===== config.mk =====
export PLATFORM = sky130hd
export DESIGN_NAME = ahb2apb_bridge
export DESIGN_NICKNAME = d
export VERILOG_FILES = /design/src/rtl/ahb2apb_bridge.sv
export SDC_FILE = /design/constraint.sdc
export NUM_CORES = 1
export LEC_CHECK = 0
export CAP_MARGIN = 10
export CORE_ASPECT_RATIO = 1.1
export CORE_MARGIN = 2
export CORE_UTILIZATION = 44
export DETAILED_ROUTE_END_ITERATION = 7
export GPL_ROUTABILITY_DRIVEN = 0
export MAX_ROUTING_LAYER = met4
export PLACE_DENSITY = 0.94
export SLEW_MARGIN = 20
export SYNTH_ARGS = -nofsm -noshare
export SYNTH_HDL_FRONTEND = slang
export SYNTH_SLANG_ARGS = --single-unit

===== constraint.sdc =====
create_clock -name clk -period 8.95 [get_ports clk]
set_clock_uncertainty 0.05 [all_clocks]
set_input_delay 1.3425 -clock clk [delete_from_list [all_inputs] [get_ports clk]]
set_output_delay 1.3425 -clock clk [all_outputs]
set_load 0.02 [all_outputs]

===== src/rtl/ahb2apb_bridge.sv =====
// AHB-Lite to APB bridge for single NONSEQ transfers: 1 AHB wait state minimum, 2-cycle ERROR on bad hsize or PSLVERR.
// Optional APB wait-state timeout is compiled in when APB_TIMEOUT_EN is defined.
module ahb2apb_bridge #(
  parameter int BW_HADDR    = 32,
  parameter int BW_HDATA    = 32,
  parameter int TIMEOUT_CYC = 255
) (
  input  logic                clk,
  input  logic                rst,
  input  logic                ahb_hsel,
  input  logic [1:0]          ahb_htrans,
  input  logic                ahb_hwrite,
  input  logic [BW_HADDR-1:0] ahb_haddr,
  input  logic [2:0]          ahb_hsize,
  input  logic [BW_HDATA-1:0] ahb_hwdata,
  input  logic                ahb_hready,
  output logic                ahb_hreadyout,
  output logic                ahb_hresp,
  output logic [BW_HDATA-1:0] ahb_hrdata,
  output logic                apb_psel,
  output logic                apb_penable,
  output logic                apb_pwrite,
  output logic [BW_HADDR-1:0] apb_paddr,
  output logic [BW_HDATA-1:0] apb_pwdata,
  output logic [3:0]          apb_pstrb,
  input  logic [BW_HDATA-1:0] apb_prdata,
  input  logic                apb_pready,
  input  logic                apb_pslverr
);

  typedef enum logic [2:0] {S_IDLE, S_SETUP, S_ACCESS, S_ERR1, S_ERR2} state_t;

  state_t                state_q;
  logic                  hreadyout_q;
  logic                  hresp_q;
  logic                  psel_q;
  logic                  penable_q;
  logic                  pwrite_q;
  logic [BW_HADDR-1:0]   paddr_q;
  logic [BW_HDATA-1:0]   pwdata_q;
  logic [BW_HDATA-1:0]   hrdata_q;
  logic [3:0]            pstrb_q;
  logic [3:0]            strb_d;
  logic                  accept;
  logic                  xfer_ok;
  logic                  can_accept;
  logic                  unused_htrans0;

  if (BW_HDATA != 32 || TIMEOUT_CYC < 1 || TIMEOUT_CYC > 255) begin : g_bad_cfg
    $error("ahb2apb_bridge: BW_HDATA must be 32 and TIMEOUT_CYC in 1..255");
  end

`ifdef APB_TIMEOUT_EN
  logic [7:0] tmo_cnt_q;
`endif

  assign unused_htrans0 = ahb_htrans[0];
  assign accept     = ahb_hsel & ahb_htrans[1] & ahb_hready;
  assign xfer_ok    = (state_q == S_ACCESS) & apb_pready & ~apb_pslverr;
  assign can_accept = (state_q == S_IDLE) | (state_q == S_ERR2) | xfer_ok;

  always_comb begin
    strb_d = 4'b0000;
    if (ahb_hwrite) begin
      case (ahb_hsize)
        3'd0:    strb_d = 4'b0001 << ahb_haddr[1:0];
        3'd1:    strb_d = ahb_haddr[1] ? 4'b1100 : 4'b0011;
        default: strb_d = 4'b1111;
      endcase
    end
  end

  // Completion in ACCESS must reach the AHB master in the same cycle as PREADY.
  assign ahb_hreadyout = (state_q == S_ACCESS) ? (apb_pready & ~apb_pslverr) : hreadyout_q;
  assign ahb_hresp     = hresp_q;
  assign ahb_hrdata    = (xfer_ok & ~pwrite_q) ? apb_prdata : hrdata_q;
  assign apb_psel      = psel_q;
  assign apb_penable   = penable_q;
  assign apb_pwrite    = pwrite_q;
  assign apb_paddr     = paddr_q;
  assign apb_pwdata    = pwdata_q;
  assign apb_pstrb     = pstrb_q;

  always_ff @(posedge clk or posedge rst) begin
    if (rst) begin
      state_q     <= S_IDLE;
      hreadyout_q <= 1'b1;
      hresp_q     <= 1'b0;
      psel_q      <= 1'b0;
      penable_q   <= 1'b0;
      pwrite_q    <= 1'b0;
      paddr_q     <= '0;
      pwdata_q    <= '0;
      hrdata_q    <= '0;
      pstrb_q     <= 4'b0000;
`ifdef APB_TIMEOUT_EN
      tmo_cnt_q   <= 8'd0;
`endif
    end else begin
      if (xfer_ok & ~pwrite_q) hrdata_q <= apb_prdata;
      case (state_q)
        S_SETUP: begin
          state_q   <= S_ACCESS;
          penable_q <= 1'b1;
          if (pwrite_q) pwdata_q <= ahb_hwdata;
        end
        S_ACCESS: begin
          if (apb_pready) begin
            psel_q      <= 1'b0;
            penable_q   <= 1'b0;
            if (apb_pslverr) begin
              state_q     <= S_ERR1;
              hreadyout_q <= 1'b0;
              hresp_q     <= 1'b1;
            end else begin
              state_q     <= S_IDLE;
              hreadyout_q <= 1'b1;
              hresp_q     <= 1'b0;
            end
          end
`ifdef APB_TIMEOUT_EN
          else if (tmo_cnt_q + 8'd1 == 8'(TIMEOUT_CYC)) begin
            state_q     <= S_ERR1;
            psel_q      <= 1'b0;
            penable_q   <= 1'b0;
            hreadyout_q <= 1'b0;
            hresp_q     <= 1'b1;
          end else begin
            tmo_cnt_q <= tmo_cnt_q + 8'd1;
          end
`endif
        end
        S_ERR1: begin
          state_q     <= S_ERR2;
          hreadyout_q <= 1'b1;
        end
        default: begin
          state_q     <= S_IDLE;
          hreadyout_q <= 1'b1;
          hresp_q     <= 1'b0;
        end
      endcase
      // Later assignments override the state defaults above for a new transfer.
      if (can_accept & accept) begin
        if (ahb_hsize <= 3'd2) begin
          state_q     <= S_SETUP;
          psel_q      <= 1'b1;
          penable_q   <= 1'b0;
          hreadyout_q <= 1'b0;
          hresp_q     <= 1'b0;
          pwrite_q    <= ahb_hwrite;
          paddr_q     <= ahb_haddr;
          pstrb_q     <= strb_d;
`ifdef APB_TIMEOUT_EN
          tmo_cnt_q   <= 8'd0;
`endif
        end else begin
          state_q     <= S_ERR1;
          psel_q      <= 1'b0;
          penable_q   <= 1'b0;
          hreadyout_q <= 1'b0;
          hresp_q     <= 1'b1;
        end
      end
    end
  end

endmodule


==> results of run 1 <==
==> through the flow <==
step	hold WS (ns)	instance area, sq um	utilization [%]
floorplan	0.417	4440	-
global placement	0.424	6590	66.9
detailed placement	0.430	6590	66.9
CTS	0.451	6790	69.0
global route	0.465	6790	69.0
finish	0.453	6790	69.0
==> power breakdown <==
group | internal [mW] | switching, mW | total, mW
combinational | 0.681 | 0.569 | 1.25
clock | 0.137 | 0.163 | 0.299
sequential | 0.722 | 0.123 | 0.846
total | 1.54 | 0.855 | 2.39
==> worst max path at each step <==
| stage | depth (start not counted) | from | end |
|---|---|---|---|
| 2_1_floorplan | 1 | rst | ahb_hresp |
| 3_3_place_gp | 5 | apb_pready | ahb_hrdata[18] |
| 3_5_place_dp | 5 | apb_pready | ahb_hrdata[9] |
| 4_1_cts | 5 | apb_pready | ahb_hrdata[9] |
| 5_1_grt | 5 | apb_pready | ahb_hrdata[14] |
| 6_report | 5 | apb_pready | ahb_hrdata[14] |
==> Yosys cell counts (all sizes together) <==
cell	instances	area [sq um]
nand2b	5	31.3
o21a	1	7.51
o31a	1	8.76
nor2b	2	12.5
clkbuf	1	3.75
dfrtp	107	2680
inv	7	26.3
a222oi	1	10.0
a21oi	4	20.0
a221oi	1	8.76
nor3b	1	12.5
nor3	2	10.0
mux2i	2	20.0
buf	13	141
nand2	8	30.0
or3	1	6.26
nor2	4	31.3
o31ai	1	7.51
o2bb2ai	1	8.76
mux2	99	1230
nand3b	1	7.51
a21boi	2	15.0
o21ai	7	38.8
nand3	3	20.0
o211ai	1	7.51
dfstp	1	26.3
a2111o	1	11.3
o32ai	1	8.76
==> layout by cell type (no fill, tap or decap), types with 2 or more instances in the layout <==
cell / Yosys / routed
mux2_4: 30 / 30
dfrtp_1: 107 / 107
nor3_1: 2 / 2
o21ai_0: 6 / 6
clkinv_2: 0 / 2
a21boi_0: 2 / 2
nand3_1: 2 / 2
inv_1: 7 / 6
nor2b_1: 2 / 2
mux2i_1: 2 / 2
nand2b_1: 5 / 5
mux2_2: 69 / 69
clkdlybuf4s50_1: 0 / 211
clkinvlp_4: 0 / 2
nand2_1: 8 / 8
nor2_1: 3 / 3
buf_4: 0 / 3
clkbuf_8: 0 / 10
a21oi_1: 4 / 4
==> cells by family (layout without fill, tap and decap cells) <==
kind of cell	after synthesis	count (layout)	synth area share, %
buffers and inverters	21	237	3.86
flip-flops	108	108	60.9
AO/OA/AOI/OAI	22	22	3.44
multiplexers	101	101	28.1
AND/OR/NAND/NOR	27	27	3.64
==> final cells by class <==
| cell class | instances | share of cell area [%] |
|---|---|---|
| Inverter | 7 | 0.424 |
| Timing Repair Buffer | 214 | 31.4 |
| Clock inverter | 6 | 0.940 |
| Sequential cell | 108 | 39.8 |
| Multi-Input combinational cell | 150 | 23.1 |
| Clock buffer | 10 | 2.03 |
| Tap cell | 120 | 2.21 |
==> layer usage <==
layer,vias up,wire length [um],part of all wire [%],track usage (%)
met5,-,0,0,-
met2,116,6360,57,40.0
met3,13,700,6.2,5.15
met4,0,144,1.3,6.56
li1,1399,-,-,-
met1,1583,4040,36,22.3
==> worst max-delay path, cell delays in order <==
cell	delay, ns
clkdlybuf4s50_1	0.63
nand3_2	0.11
or3_2	0.87
mux2_4	0.48
clkdlybuf4s50_1	0.55
==> state kept, by name, summed over array words and instances, names as in the netlist <==
register	count
apb_paddr	32
apb_pwdata	32
hrdata_q	32
apb_pstrb	4
state_q	3
ahb_hresp	1
apb_penable	1
apb_psel	1
apb_pwrite	1
hreadyout_q	1
==> results.md, run 1 <==
- Critical path fanouts, max: 32
- Reg2reg end: hrdata_q[14]
- Critical path class: in2out
- Measured slew at the worst slew-check pin: 1.04 ns
- Clk Latency, worst-skew pair: 0.35 ns
- Cell variety after synth: 34
- Final TNS setup: 0 ns
- Ports: 213
- DP HPWL: 8650 um
- Slew Viols, Final: 0
- Fin crit share: 60.4%
- N_diodes: 0
- TritonRoute pass-1 iters: 4
- Drt total wl: 11200 um
- Cell count after synthesis: 279
- Worst Hold Launch: hreadyout_q
- Die H: 109 um
- Placed cells: 599
- Row count: 38
- Max Freq: 185 MHz
- Fillcell total: 694
- Congestion Overflow GR: 0
- Layout area overhead: 53.0%
- GRT Total Usage: 21.4%
- Final hold violation count: 0
- CORE AREA: 9840 sq um
- Startpoint class of the critical path: input pin
- Reg-to-Reg Start: state_q[2]
- Largest net degree at the start of global routing: 57
- CTS Buffer Depth: 2
- HP Class: reg2reg
- Share of layout cells above drive strength 1: 25.3%
- Cts bufs inserted: 9
- Syn nets: 387
- Peak VDD IR: 184 uV
- Drt first-iter violations: 117
- Final net count: 598
- Die area: 10900 sq um
- Cells on Worst Hold Path: 2
- DR DRC count: 0
- Initial Utilization: 45.1%
- Register area: 2700 sq um
- Critical Path AT: 4.01 ns
- Outcome: finished clean
- Multi-input gate area: 1570 sq um
- First-pass GRT wire length: 17200 um
- Pre-CTS setup slack: 3.55 ns
- CTS Hold Bufs: 0
- Register clock-pin slew on the reported worst setup and hold paths: 0.10 ns
- Max_slew headroom: 30.6%
- Synthesis-stage register bit count: 108
- Non-filler instance count after layout: 615
- Antenna-violating nets left: 0
- Clk root buf: clkbuf_8
- Wire length per cell: 18.3 um
- Worst reg2reg path depth: 4
- Final Worst Setup Slack: 3.54 ns
- Leak pwr: 2.99 nW
- Hold EP: hreadyout_q
- PortBufs: 211
- Register area share after synthesis: 60.9%
- Vias in the first global route: 3347
- Unrepaired setup endpoints after global routing: false
- Finish-stage setup viols: 0
- Htree depth: 3
- Yosys warns: 0
- Crit path time final: 5.41 ns
- Sink Count: 108
- Avg Vias per Cell: 5.06
- Critical path required time: 7.56 ns
- Post-CTS setup buffers: 0
- Post-CTS sizing: 0
- Pwr Total: 2.39 mW
- Power per cell area: 353 nW/um^2
- Syn_area_per_cell: 15.9 sq um
- Synthesized area: 4440 sq um
- Flop-to-flop setup slack: 6.60 ns
- Max-Cap Viols: 0
- Vias: 3111
- Die width: 99.7 um
- Antenna violations before repair: 0
- Worst setup EP type: output pin
- CTS tree: yes
No activity file was read; power rests on OpenSTA's default activity.
==> run 2, diff against run 1 <==
--- a/config.mk
+++ b/config.mk
@@ -8,11 +8,11 @@
 export CAP_MARGIN = 10
 export CORE_ASPECT_RATIO = 1.1
 export CORE_MARGIN = 2
-export CORE_UTILIZATION = 44
+export CORE_UTILIZATION = 37
 export DETAILED_ROUTE_END_ITERATION = 7
 export GPL_ROUTABILITY_DRIVEN = 0
 export MAX_ROUTING_LAYER = met4
-export PLACE_DENSITY = 0.94
+export PLACE_DENSITY = 0.85
 export SLEW_MARGIN = 20
 export SYNTH_ARGS = -nofsm -noshare
 export SYNTH_HDL_FRONTEND = slang
==> constraint.sdc (replaced) <==
create_clock -name clk -period 4.82 [get_ports clk]
set_clock_uncertainty 0.05 [all_clocks]
set_input_delay 0.723 -clock clk [delete_from_list [all_inputs] [get_ports clk]]
set_output_delay 0.723 -clock clk [all_outputs]
set_load 0.02 [all_outputs]
==> results.md, run 2 (same netlist as run 1, synthesis figures left out) <==
- Vias: 3034
- Final Worst Setup Slack: 0.684 ns
- Unrepaired setup endpoints after global routing: false
- Reg-to-Reg Start: state_q[0]
- Buffers plus inverters on the worst setup path: 2
- Clk root buf: clkbuf_16
- Max_slew headroom: 28.7%
- Share of layout cells above drive strength 1: 24.9%
- Max Freq: 242 MHz
- Hold EP: hrdata_q[28]
- Reg2reg end: hrdata_q[26]
- Peak VDD IR: 301 uV
- Avg Vias per Cell: 4.71
- CP max stage delay: 0.88 ns
- N_diodes: 0
- Largest net degree at the start of global routing: 52
- Register clock-pin slew on the reported worst setup and hold paths: 0.06 ns
- Antenna violations before repair: 0
- Worst reg2reg path depth: 4
- Crit path top cell by count: clkdlybuf4s50_1
- Drt total wl: 10900 um
- Antenna-violating nets left: 0
- Setup crit start: apb_pready
- Measured slew at the worst slew-check pin: 1.07 ns
- Final net count: 599
- Final TNS setup: 0 ns
- Row count: 41
- Max-Cap Viols: 0
- Drt first-iter violations: 124
- Slew Viols, Final: 0
- Startpoint class of the critical path: input pin
- Fin crit share: 85.8%
- Leak pwr: 3.04 nW
- Post-CTS sizing: 0
- Layout area overhead: 56.0%
- Vias in the first global route: 3277
- CORE AREA: 11600 sq um
- Final hold violation count: 0
- Worst setup EP type: output pin
- Critical path fanouts, max: 32
- CP cell instances: clkdlybuf4s50_1 > nand3_2 > or3_2 > mux2_4 > clkdlybuf4s50_1
- Cells on Worst Hold Path: 1
- Crit path time final: 4.14 ns
- Power per cell area: 665 nW/um^2
- Critical Path AT: 3.36 ns
- Congestion Overflow GR: 0
- PortBufs: 211
- GRT Total Usage: 17.3%
- Flop-to-flop setup slack: 2.47 ns
- Critical path class: in2out
- Outcome: finished clean
- TritonRoute pass-1 iters: 4
- Critical path required time: 4.05 ns
- HP Class: reg2reg
- Worst Hold Launch: hrdata_q[28]
- Cts bufs inserted: 9
- Finish-stage setup viols: 0
- Sink Count: 108
- CTS Hold Bufs: 0
- CP max stage cell: or3_2
- CTS Buffer Depth: 2
- CTS tree: yes
- Most frequent cells in the layout: 211 x clkdlybuf4s50_1, 107 x dfrtp_1, 69 x mux2_2
- Clk Latency, worst-skew pair: 0.34 ns
- Pre-CTS setup slack: 0.679 ns
- Die H: 119 um
- Ports: 213
- Post-CTS setup buffers: 0
- Wire length per cell: 16.9 um
- DR DRC count: 0
- Critical path's top delay family: buffers and inverters
- Die width: 108 um
- Fillcell total: 922
- Htree depth: 3
- Die area: 12900 sq um
- DP HPWL: 8230 um
- First-pass GRT wire length: 16700 um
- Initial Utilization: 38.3%
- Most common cell after layout, fill and taps aside: clkdlybuf4s50_1
## run 2: cell types whose count changed in the layout (fill, tap and decap cells not counted), sizes merged
cell,change
clkinvlp,-2
clkbuf,+2
clkinv,-2
buf,+1
## run 2: per-stage QoR
step / cell area (sq um) / cells / hold WS (ns) / power (mW) / utilization (%)
2_1_floorplan: 4440 / 279 / 0.417 / 2.79 / -
3_3_place_gp: 6630 / 630 / 0.423 / 3.83 / 57.2
3_5_place_dp: 6630 / 630 / 0.431 / 3.92 / 57.2
4_1_cts: 6920 / 644 / 0.444 / 4.66 / 59.7
5_1_grt: 6920 / 644 / 0.450 / 4.84 / 59.7
6_report: 6920 / 644 / 0.442 / 4.60 / 59.7
## run 2: layer usage
layer,routed length (um),up-vias,GRT usage [%],share of wire (%)
met5,0,-,-,0
met4,330,0,8.89,3.0
met3,729,21,3.61,6.7
met2,5750,125,30.0,53
met1,4070,1494,18.3,37
li1,-,1394,-,-
## run 2: power by group
| part | total, mW | switching, mW | leakage, nW | internal [mW] |
|---|---|---|---|---|
| Clock | 0.730 | 0.305 | 0.145 | 0.425 |
| Combinational | 2.31 | 1.04 | 1.58 | 1.26 |
| Sequential | 1.57 | 0.221 | 1.32 | 1.34 |
## run 2: how the worst max path moves through the flow
| stage | endpoint | cells after the start | slack, ns |
|---|---|---|---|
| 4_1_cts | ahb_hrdata[15] | 5 | 0.69 |
| 3_5_place_dp | ahb_hrdata[15] | 5 | 0.68 |
| 2_1_floorplan | ahb_hresp | 1 | 1.20 |
| 5_1_grt | ahb_hrdata[9] | 5 | 0.60 |
| 6_report | ahb_hrdata[15] | 5 | 0.68 |
| 3_3_place_gp | ahb_hrdata[7] | 5 | 0.74 |
## run 2: cell type report
| type | instances | area [sq um] | share of cell area (%) |
|---|---|---|---|
| flip-flops and latches | 108 | 2700 | 39.1 |
| repair buffers | 215 | 2140 | 30.9 |
| multi-input cells | 150 | 1570 | 22.7 |
| clock buffers | 12 | 256 | 3.71 |
| well taps | 150 | 188 | 2.71 |
| clock inverters | 2 | 35.0 | 0.506 |
| inverters | 7 | 28.8 | 0.416 |
==> run 3, diff against run 2 <==
--- a/config.mk
+++ b/config.mk
@@ -13,7 +13,7 @@
 export GPL_ROUTABILITY_DRIVEN = 0
 export MAX_ROUTING_LAYER = met4
 export PLACE_DENSITY = 0.85
-export SLEW_MARGIN = 20
+export SLEW_MARGIN = 0
 export SYNTH_ARGS = -nofsm -noshare
 export SYNTH_HDL_FRONTEND = slang
 export SYNTH_SLANG_ARGS = --single-unit
==> results of run 3 <==
No change in the layout: final DEF, timing and power equal those of run 2.
